`src/rtl/sequenciador_acumulador_if.sv`:
```
// Bus between the read-side sequencer, its word memory and the accumulator datapath.
// The slave modport is the sequencer's view; the master modport is the surrounding system.
interface sequenciador_acumulador_if #(
    parameter int TAMANHO = 16,
    parameter int ADDR_W  = 8
);
    logic                Start;
    logic [ADDR_W-1:0]   BaseAddr;
    logic [ADDR_W-1:0]   Count;
    logic [TAMANHO-1:0]  MemData;
    logic [ADDR_W-1:0]   MemAddr;
    logic                MemRead;
    logic [TAMANHO-1:0]  M;
    logic                Load;
    logic                Transfer;
    logic                AccClr_n;
    logic                Busy;
    logic                Done;

    modport slave (
        input  Start, BaseAddr, Count, MemData,
        output MemAddr, MemRead, M, Load, Transfer, AccClr_n, Busy, Done
    );

    modport master (
        output Start, BaseAddr, Count, MemData,
        input  MemAddr, MemRead, M, Load, Transfer, AccClr_n, Busy, Done
    );
endinterface

```
`src/rtl/sequenciador_acumulador.sv`:
```
// Read-side controller: clears the accumulator, streams Count words from BaseAddr,
// and strobes Load/Transfer so one word is summed per clock, then pulses Done.
module sequenciador_acumulador #(
    parameter int TAMANHO = 16,
    parameter int ADDR_W  = 8
) (
    input  logic                         Clock,
    input  logic                         Clear,
    sequenciador_acumulador_if.slave     bus
);
    localparam logic [2:0] S_IDLE  = 3'd0;
    localparam logic [2:0] S_CLR   = 3'd1;
    localparam logic [2:0] S_RUN   = 3'd2;
    localparam logic [2:0] S_DRAIN = 3'd3;
    localparam logic [2:0] S_DONE  = 3'd4;

    logic [2:0]          r_state;
    logic [ADDR_W-1:0]   r_addr;
    logic [ADDR_W-1:0]   r_left;
    logic                r_load;
    logic                r_transfer;
    logic                w_read;
    logic [TAMANHO-1:0]  w_operand;

    assign w_read = (r_state == S_RUN);

    // NOTE: all sequential state uses non-blocking assignments so every register samples pre-edge values.
    always_ff @(posedge Clock or negedge Clear) begin
        if (!Clear) begin
            r_state <= S_IDLE;
            r_addr  <= '0;
            r_left  <= '0;
        end else begin
            case (r_state)
                S_IDLE: begin
                    if (bus.Start) begin
                        r_addr  <= bus.BaseAddr;
                        r_left  <= bus.Count;
                        r_state <= S_CLR;
                    end
                end
                S_CLR: begin
                    r_state <= (r_left != '0) ? S_RUN : S_DONE;
                end
                S_RUN: begin
                    r_addr <= r_addr + ADDR_W'(1);
                    r_left <= r_left - ADDR_W'(1);
                    if (r_left == ADDR_W'(1)) begin
                        r_state <= S_DRAIN;
                    end
                end
                S_DRAIN: begin
                    // Last Load is in flight while r_load is high; its Transfer follows next cycle.
                    if (!r_load) begin
                        r_state <= S_DONE;
                    end
                end
                S_DONE: begin
                    r_state <= S_IDLE;
                end
                default: begin
                    r_state <= S_IDLE;
                end
            endcase
        end
    end

    // Strobe pipeline follows the read strobe only, so a trailing Transfer always completes.
    always_ff @(posedge Clock or negedge Clear) begin
        if (!Clear) begin
            r_load     <= 1'b0;
            r_transfer <= 1'b0;
        end else begin
            r_load     <= w_read;
            r_transfer <= r_load;
        end
    end

    assign w_operand    = bus.MemData;
    assign bus.M        = w_operand;
    assign bus.MemAddr  = r_addr;
    assign bus.MemRead  = w_read;
    assign bus.Load     = r_load;
    assign bus.Transfer = r_transfer;
    assign bus.AccClr_n = Clear & (r_state != S_CLR);
    assign bus.Busy     = (r_state == S_CLR) || (r_state == S_RUN) || (r_state == S_DRAIN);
    assign bus.Done     = (r_state == S_DONE);
endmodule

```
`src/flat_wrapper.sv`:
```
// flat-port wrapper written by rule: the top's interface ports become plain ports
module sequenciador_acumulador_flat 
#(
    parameter int TAMANHO = 16,
    parameter int ADDR_W  = 8
)
  (Clock, Clear, bus_Start, bus_BaseAddr, bus_Count, bus_MemData, bus_MemAddr, bus_MemRead, bus_M, bus_Load, bus_Transfer, bus_AccClr_n, bus_Busy, bus_Done);
  sequenciador_acumulador_if #(.TAMANHO(TAMANHO), .ADDR_W(ADDR_W)) bus_i ();
  input  logic Clock;
  input  logic Clear;
  input wire logic [$bits(bus_i.Start)-1:0] bus_Start;
  input wire logic [$bits(bus_i.BaseAddr)-1:0] bus_BaseAddr;
  input wire logic [$bits(bus_i.Count)-1:0] bus_Count;
  input wire logic [$bits(bus_i.MemData)-1:0] bus_MemData;
  output wire logic [$bits(bus_i.MemAddr)-1:0] bus_MemAddr;
  output wire logic [$bits(bus_i.MemRead)-1:0] bus_MemRead;
  output wire logic [$bits(bus_i.M)-1:0] bus_M;
  output wire logic [$bits(bus_i.Load)-1:0] bus_Load;
  output wire logic [$bits(bus_i.Transfer)-1:0] bus_Transfer;
  output wire logic [$bits(bus_i.AccClr_n)-1:0] bus_AccClr_n;
  output wire logic [$bits(bus_i.Busy)-1:0] bus_Busy;
  output wire logic [$bits(bus_i.Done)-1:0] bus_Done;
  assign bus_i.Start = bus_Start;
  assign bus_i.BaseAddr = bus_BaseAddr;
  assign bus_i.Count = bus_Count;
  assign bus_i.MemData = bus_MemData;
  assign bus_MemAddr = bus_i.MemAddr;
  assign bus_MemRead = bus_i.MemRead;
  assign bus_M = bus_i.M;
  assign bus_Load = bus_i.Load;
  assign bus_Transfer = bus_i.Transfer;
  assign bus_AccClr_n = bus_i.AccClr_n;
  assign bus_Busy = bus_i.Busy;
  assign bus_Done = bus_i.Done;
  sequenciador_acumulador #(.TAMANHO(TAMANHO), .ADDR_W(ADDR_W)) u_core (.Clock(Clock), .Clear(Clear), .bus(bus_i));
endmodule
```
`config.mk`:
```
export PLATFORM = sky130hd
export DESIGN_NAME = sequenciador_acumulador_flat
export DESIGN_NICKNAME = d
export VERILOG_FILES = /design/src/rtl/sequenciador_acumulador_if.sv /design/src/rtl/sequenciador_acumulador.sv /design/src/flat_wrapper.sv
export SDC_FILE = /design/constraint.sdc
export NUM_CORES = 1
export LEC_CHECK = 0
export ABC_AREA = 0
export CAP_MARGIN = 30
export CELL_PAD_IN_SITES_DETAIL_PLACEMENT = 2
export CELL_PAD_IN_SITES_GLOBAL_PLACEMENT = 2
export CORE_MARGIN = 1
export CORE_UTILIZATION = 23
export DETAILED_ROUTE_END_ITERATION = 10
export GPL_TIMING_DRIVEN = 0
export PLACE_DENSITY_LB_ADDON = 0.1
export RECOVER_POWER = 25
export SYNTH_ARGS = -nofsm -noshare
export SYNTH_HDL_FRONTEND = slang
export SYNTH_SLANG_ARGS = --single-unit
export TNS_END_PERCENT = 5
```
`constraint.sdc`:
```
create_clock -name Clock -period 2.15 [get_ports Clock]
set_input_delay 0.43 -clock Clock [delete_from_list [all_inputs] [get_ports Clock]]
set_output_delay 0.43 -clock Clock [all_outputs]
set_load 0.02 [all_outputs]
```
==> impl_metrics.yaml, run 1 <==
cells_and_area:
  instances_no_fill: 275
  area_delta_synth_final_pct: 46.2
  fin_nets: 242
  drive_gt1_share_pct: 18.7
  antennaDiodeCount: 0
cts:
  cts_sinks: 21
  htree_levels: 1
  cts_root_buf: "clkbuf_8"
  cts_tree: "built"
  cts_buffers: 3
  clock_path_buffers: 2
  worst_skew_pair.late_latency_ns: 0.26
  clk_pin_slew_ns: 0.08
  post_cts_buffers: 0
pwr:
  vdd_drop_max_uv: 555
  cellPowerDensity_nw_per_um2: 1380
  p_leak_nw: 0.798
sta:
  setup_viol: 0
  post-route-period-util_pct: 94.9
  hold_viol: 0
  holdWs_ns: 0.223
  timing.final.crit_period_ns: 2.04
  slew_violations: 0
  fin_skew_ns: 0.000951
  worst_pin_slew_ns: 0.696
  rsz0062_at_grt: "no"
  max_freq_mhz: 490
  max_slew_margin_pct: 53.3
drt:
  drtIter0Drc: 44
  vias_per_cell: 4.84
  drtPass1Iterations: 4
  vias: 1330
  drtAntennaViolNets: 0
  routed_wl_um: 4520
  wl_per_cell_um: 16.4
  route.detailed.drc: 0
place:
  gp_congestion: 0.745
  dp.cells: 271
  hpwl_um: 3560
  port_buffers: 47
global_routing:
  grt_overflow_total: 0
  grt_pass1_vias: 1518
  antenna_found_initial: 0
  track_usage_pct: 16.2
  grt_max_degree: 16
  grt_pass1_wl_um: 7740
die:
  start_util_pct: 24.4
  die_w_um: 79.1
  fp.dieH_um: 79.1
  dieArea_sq_um: 6250
  core.rowCount: 27
  ioPinCount: 65
  coreArea_sq_um: 5610
setup_path:
  r2r_start: "u_core.r_left[0]"
  endpoint: "bus_MemRead"
  r2r_slack_ns: 0.33
  r2r_cells: 6
  startpoint_type: "flop"
  critPathMaxFanout: 11
  timing.rr.end: "u_core.r_left[6]"
  critPathRequiredTime_ns: 1.72
  crit_arrival_ns: 1.61
  crit_type: "reg -> out"
  cp-end-kind: "output pin"
  startpoint: "u_core.r_state[1]"
synth:
  synth_seq_area_share_pct: 38.5
  yosysTopAreaCellShare_pct: 38.5
  syn-num-nets: 189
  synth_ff_type: "dfrtp_1"
  async_flop_share_pct: 100
  syn_inst: 151
  synth-edff-count: 0
  avgSynthCellArea_sq_um: 9.05
  ys_types: 44
  yosysWarningCount: 0
  synthesis.area_sq_um: 1370
  synth_area_leader_cell: "dfrtp_1"
  ys_ff_latch: 21
  synthTopCellsByArea: "dfrtp_1 38%, buf_4 9.9%, a21oi_1 4.8%"
worst_hold_path:
  worstHoldPathType: "in -> async"
run:
  cap_violations: 0
run_status:
  outcome: "finished, final reports clean"
[critical path, stage by stage, from the launching register on]
cell and delay [ns]:
dfrtp_1 0.35, buf_6 0.14, inv_4 0.06, or3_4 0.42, clkinv_4 0.09, buf_12 0.13, buf_4 0.14
[cells by family (layout without fill, tap and decap cells)]
kind of cell | count (synthesis) | in the layout | synth area share (%)
xor+xnor | 2 | 2 | 1.28
buf+inv | 28 | 80 | 14.6
mux | 1 | 1 | 0.733
fa+ha+maj | 3 | 3 | 2.75
simple gates | 47 | 47 | 18.8
flops | 21 | 21 | 38.5
compound gates | 49 | 49 | 23.4
[area by class of cell]
cell class	count	area, sq um
Buffer	23	180
Clock buffer	4	45.0
Fill cell	656	3610
Inverter	5	26.3
Multi-Input combinational cell	102	642
Sequential cell	21	527
Tap cell	72	90.1
Timing Repair Buffer	48	488
[how the worst min path moves through the flow]
stage | cells after the start | slack [ns] | startpoint | endpoint
2_1_floorplan | 0 | 0.13 | Clear | u_core.bus.Load
6_report | 1 | 0.22 | Clear | u_core.bus.Transfer
3_5_place_dp | 0 | 0.41 | u_core.bus.Load | u_core.bus.Transfer
3_3_place_gp | 0 | 0.41 | u_core.bus.Load | u_core.bus.Transfer
5_1_grt | 1 | 0.24 | Clear | u_core.bus.Transfer
4_1_cts | 1 | 0.23 | Clear | u_core.bus.Transfer
[what timing repair did]
action,CTS,global route
gates resized for setup,11,5
cloned,0,0
hold buffers,0,0
setup endpoints to repair,4,3
[where the power goes]
part / leakage [nW] / switching [W] / internal [W]
Clock: 0.0228 / 0.000142 / 0.000132
Combinational: 0.530 / 0.000922 / 0.000737
Sequential: 0.245 / 0.000235 / 0.000593
[routing by layer]
metal | track usage, % | wire length (um) | vias to the layer above
met5 | 0 | 0 | -
met4 | 3.27 | 24 | 0
met3 | 2.99 | 200 | 2
met2 | 29.6 | 2320 | 40
met1 | 19.7 | 1970 | 642
li1 | - | - | 646
[placed cells by master, fill, tap and decap left out, types with 3 or more instances in the layout]
master / netlist / final
a21oi_1: 13 / 13
a311oi_1: 3 / 3
buf_4: 18 / 18
clkbuf_8: 0 / 3
clkdlybuf4s50_1: 0 / 42
dfrtp_1: 21 / 20
ha_1: 3 / 3
inv_1: 3 / 3
nand2_1: 11 / 11
nand2b_1: 3 / 3
nand3_1: 8 / 8
nor2_1: 4 / 4
nor3_1: 6 / 6
o21ai_0: 6 / 6
o21ai_1: 4 / 4
o22ai_1: 8 / 8
o32ai_1: 3 / 3
[registers in the layout (all words and copies together), names as in the netlist]
| name | cells |
|---|---|
| u_core.bus.Load | 1 |
| u_core.bus.Transfer | 1 |
| u_core.bus.MemAddr | 8 |
| u_core.r_left | 8 |
| u_core.r_state | 3 |
[Yosys cell counts, types with 2 or more instances]
library cell   n
dfrtp_1       21
buf_4         18
a21oi_1       13
nand2_1       11
nand3_1        8
o22ai_1        8
nor3_1         6
o21ai_0        6
nor2_1         4
o21ai_1        4
a311oi_1       3
ha_1           3
inv_1          3
nand2b_1       3
o32ai_1        3
a211oi_1       2
and2_1         2
and3_1         2
buf_2          2
clkbuf_1       2
nor4_1         2
o21ai_2        2
o22a_1         2
[metrics by stage]
| step | area, sq um | setup TNS [ns] | power [W] | utilization, % | setup WS (ns) |
|---|---|---|---|---|---|
| floorplan | 1370 | 0 | 0.00186 | - | 0.550 |
| global placement | 1930 | -0.981 | 0.00245 | 34.4 | -0.800 |
| detailed placement | 1950 | -0.777 | 0.00253 | 34.9 | -0.465 |
| finish | 2000 | 0 | 0.00276 | 35.6 | 0.109 |
| global route | 2000 | 0 | 0.00303 | 35.6 | 0.0163 |
| CTS | 2000 | -0.0630 | 0.00280 | 35.7 | -0.0630 |
Power figures use the tool's default switching activity.
==> run 2: changes to the inputs <==
--- a/config.mk
+++ b/config.mk
@@ -15,6 +15,7 @@
 export GPL_TIMING_DRIVEN = 0
 export PLACE_DENSITY_LB_ADDON = 0.1
 export RECOVER_POWER = 25
+export SLEW_MARGIN = 20
 export SYNTH_ARGS = -nofsm -noshare
 export SYNTH_HDL_FRONTEND = slang
 export SYNTH_SLANG_ARGS = --single-unit
==> run 2 against run 1 <==
  * Count of clock-buffer cells in the layout did not move
  * Final area down 0.69%
  * Setup slack lost 0.0041 ns
  * Cell count stayed put
  * Clock skew increased by 0.00097 ns
  * Core utilization is 0.25 points lower
  * First-iteration DRC count shrank 20%
  * Critical path depth stayed put
  * Sequential power barely moved
  * Clock power hardly changed
  * Global-route usage down 0.32 points
  * Combinational power hardly changed
  * Highest routed layer unchanged
==> impl_metrics.yaml, run 2 (synthesis gave the netlist of run 1 again) <==
global_routing:
  grt_overflow_total: 0
  track_usage_pct: 15.9
  grt_pass1_wl_um: 7670
  grt_max_degree: 16
  antenna_found_initial: 0
  grt_pass1_vias: 1508
drt:
  drtPass1Iterations: 4
  wl_per_cell_um: 16.4
  drtAntennaViolNets: 0
  vias_per_cell: 4.88
  routed_wl_um: 4520
  vias: 1341
  route.detailed.drc: 0
  drtIter0Drc: 35
cells_and_area:
  area_delta_synth_final_pct: 45.2
  antennaDiodeCount: 0
  multiInputGateArea_sq_um: 642
  fillCellCount: 647
  instances_no_fill: 275
  final_util_pct: 35.4
  fin_nets: 242
  mostFrequentLayoutCell: "clkdlybuf4s50_1"
  drive_gt1_share_pct: 18.7
  seqCellArea_sq_um: 527
  layout_common_cells: "42 x clkdlybuf4s50_1, 20 x dfrtp_1, 18 x buf_4"
sta:
  rsz0062_at_grt: "no"
  max_freq_mhz: 489
  setup_viol: 0
  timing.final.crit_period_ns: 2.04
  worst_pin_slew_ns: 0.730
  post-route-period-util_pct: 95.1
  fin_skew_ns: 0.00192
  setup_slack_ns: 0.105
  tns_ns: 0
  slew_violations: 0
  hold_viol: 0
  max_slew_margin_pct: 51.0
place:
  gp_congestion: 0.745
  port_buffers: 47
  hpwl_um: 3530
  dp_worst_setup_slack_ns: -0.444
  dp.cells: 271
worst_hold_path:
  worstHoldPathType: "in -> async"
die:
  die_w_um: 79.1
  coreArea_sq_um: 5610
  core.rowCount: 27
  dieArea_sq_um: 6250
  start_util_pct: 24.4
  fp.dieH_um: 79.1
  ioPinCount: 65
cts:
  cts_buffers: 3
  cts_tree: "built"
  htree_levels: 1
  hold_buffers: 0
  post_cts_buffers: 0
  clock_path_buffers: 2
  clk_pin_slew_ns: 0.08
  cts_root_buf: "clkbuf_8"
  worst_skew_pair.late_latency_ns: 0.26
  cts_sinks: 21
pwr:
  cellPowerDensity_nw_per_um2: 1390
  power_w: 0.00275
  vdd_drop_max_uv: 477
  p_leak_nw: 0.796
run:
  cap_violations: 0
setup_path:
  cp-end-kind: "output pin"
  timing.rr.end: "u_core.r_left[6]"
  r2r_start: "u_core.r_left[0]"
  critPathRequiredTime_ns: 1.72
  crit_arrival_ns: 1.61
  critPathMaxFanout: 11
  startpoint: "u_core.r_state[1]"
  crit_type: "reg -> out"
  r2r_cells: 6
  r2r_slack_ns: 0.33
  startpoint_type: "flop"
run_status:
  outcome: "finished, final reports clean"
## run 2: changes by cell type in the layout (fill, tap and decap cells not counted), sizes merged
cell	delta
clkdlybuf4s15	-1
dlygate4sd2	+1
## run 2: critical path, stage by stage, from the launching register on
cell and delay, ns:
dfrtp_1 0.35, buf_6 0.15, inv_4 0.06, or3_4 0.42, clkinv_4 0.09, buf_12 0.13
buf_4 0.14
## run 2: how the worst max path moves through the flow
| stage | end | slack [ns] | depth (start not counted) |
|---|---|---|---|
| 2_1_floorplan | u_core.r_left[6] | 0.55 | 6 |
| 3_3_place_gp | bus_AccClr_n | -0.80 | 3 |
| 3_5_place_dp | bus_AccClr_n | -0.44 | 4 |
| 4_1_cts | bus_MemRead | -0.07 | 6 |
| 5_1_grt | bus_Done | 0.02 | 5 |
| 6_report | bus_MemRead | 0.11 | 6 |
## run 2: area by class of cell
class	count	area share [%]
buffer	23	9.08
clock buffer	4	2.27
inverter	5	1.32
multi-input combinational	102	32.3
sequential	21	26.5
tap	72	4.54
timing repair buffer	48	23.9
## run 2: report_power, final
group	internal, W	switching (W)
Clock	0.000132	0.000141
Combinational	0.000733	0.000922
Sequential	0.000593	0.000233
Total	0.00146	0.00130
## run 2: what timing repair did
| item | 4_1_cts | 5_1_grt |
|---|---|---|
| gates resized for setup | 11 | 4 |
| setup endpoints to repair | 4 | 3 |
| pin swaps | 0 | 0 |
## run 2: layer usage
layer  vias to the layer above  share of wire, %  routed length [um]  global-route usage (%)
li1                        645                 -                   -                       -
met1                       652                43                1930                    18.7
met2                        42                52                2350                    30.2
met3                         2               4.8                 216                    2.99
met4                         0              0.33                  15                    2.18
met5                         -                 0                   0                       0
## run 2: stage by stage
stage	instance area, sq um	hold slack (ns)
detailed placement	1940	0.420
global route	1980	0.204
global placement	1930	0.406
floorplan	1370	0.134
CTS	1990	0.194
finish	1980	0.190
==> run 3: changes to the inputs <==
--- a/config.mk
+++ b/config.mk
@@ -19,4 +19,4 @@
 export SYNTH_ARGS = -nofsm -noshare
 export SYNTH_HDL_FRONTEND = slang
 export SYNTH_SLANG_ARGS = --single-unit
-export TNS_END_PERCENT = 5
+export TNS_END_PERCENT = 10
==> results of run 3 <==
No change in the layout: final DEF, timing and power equal those of run 2.
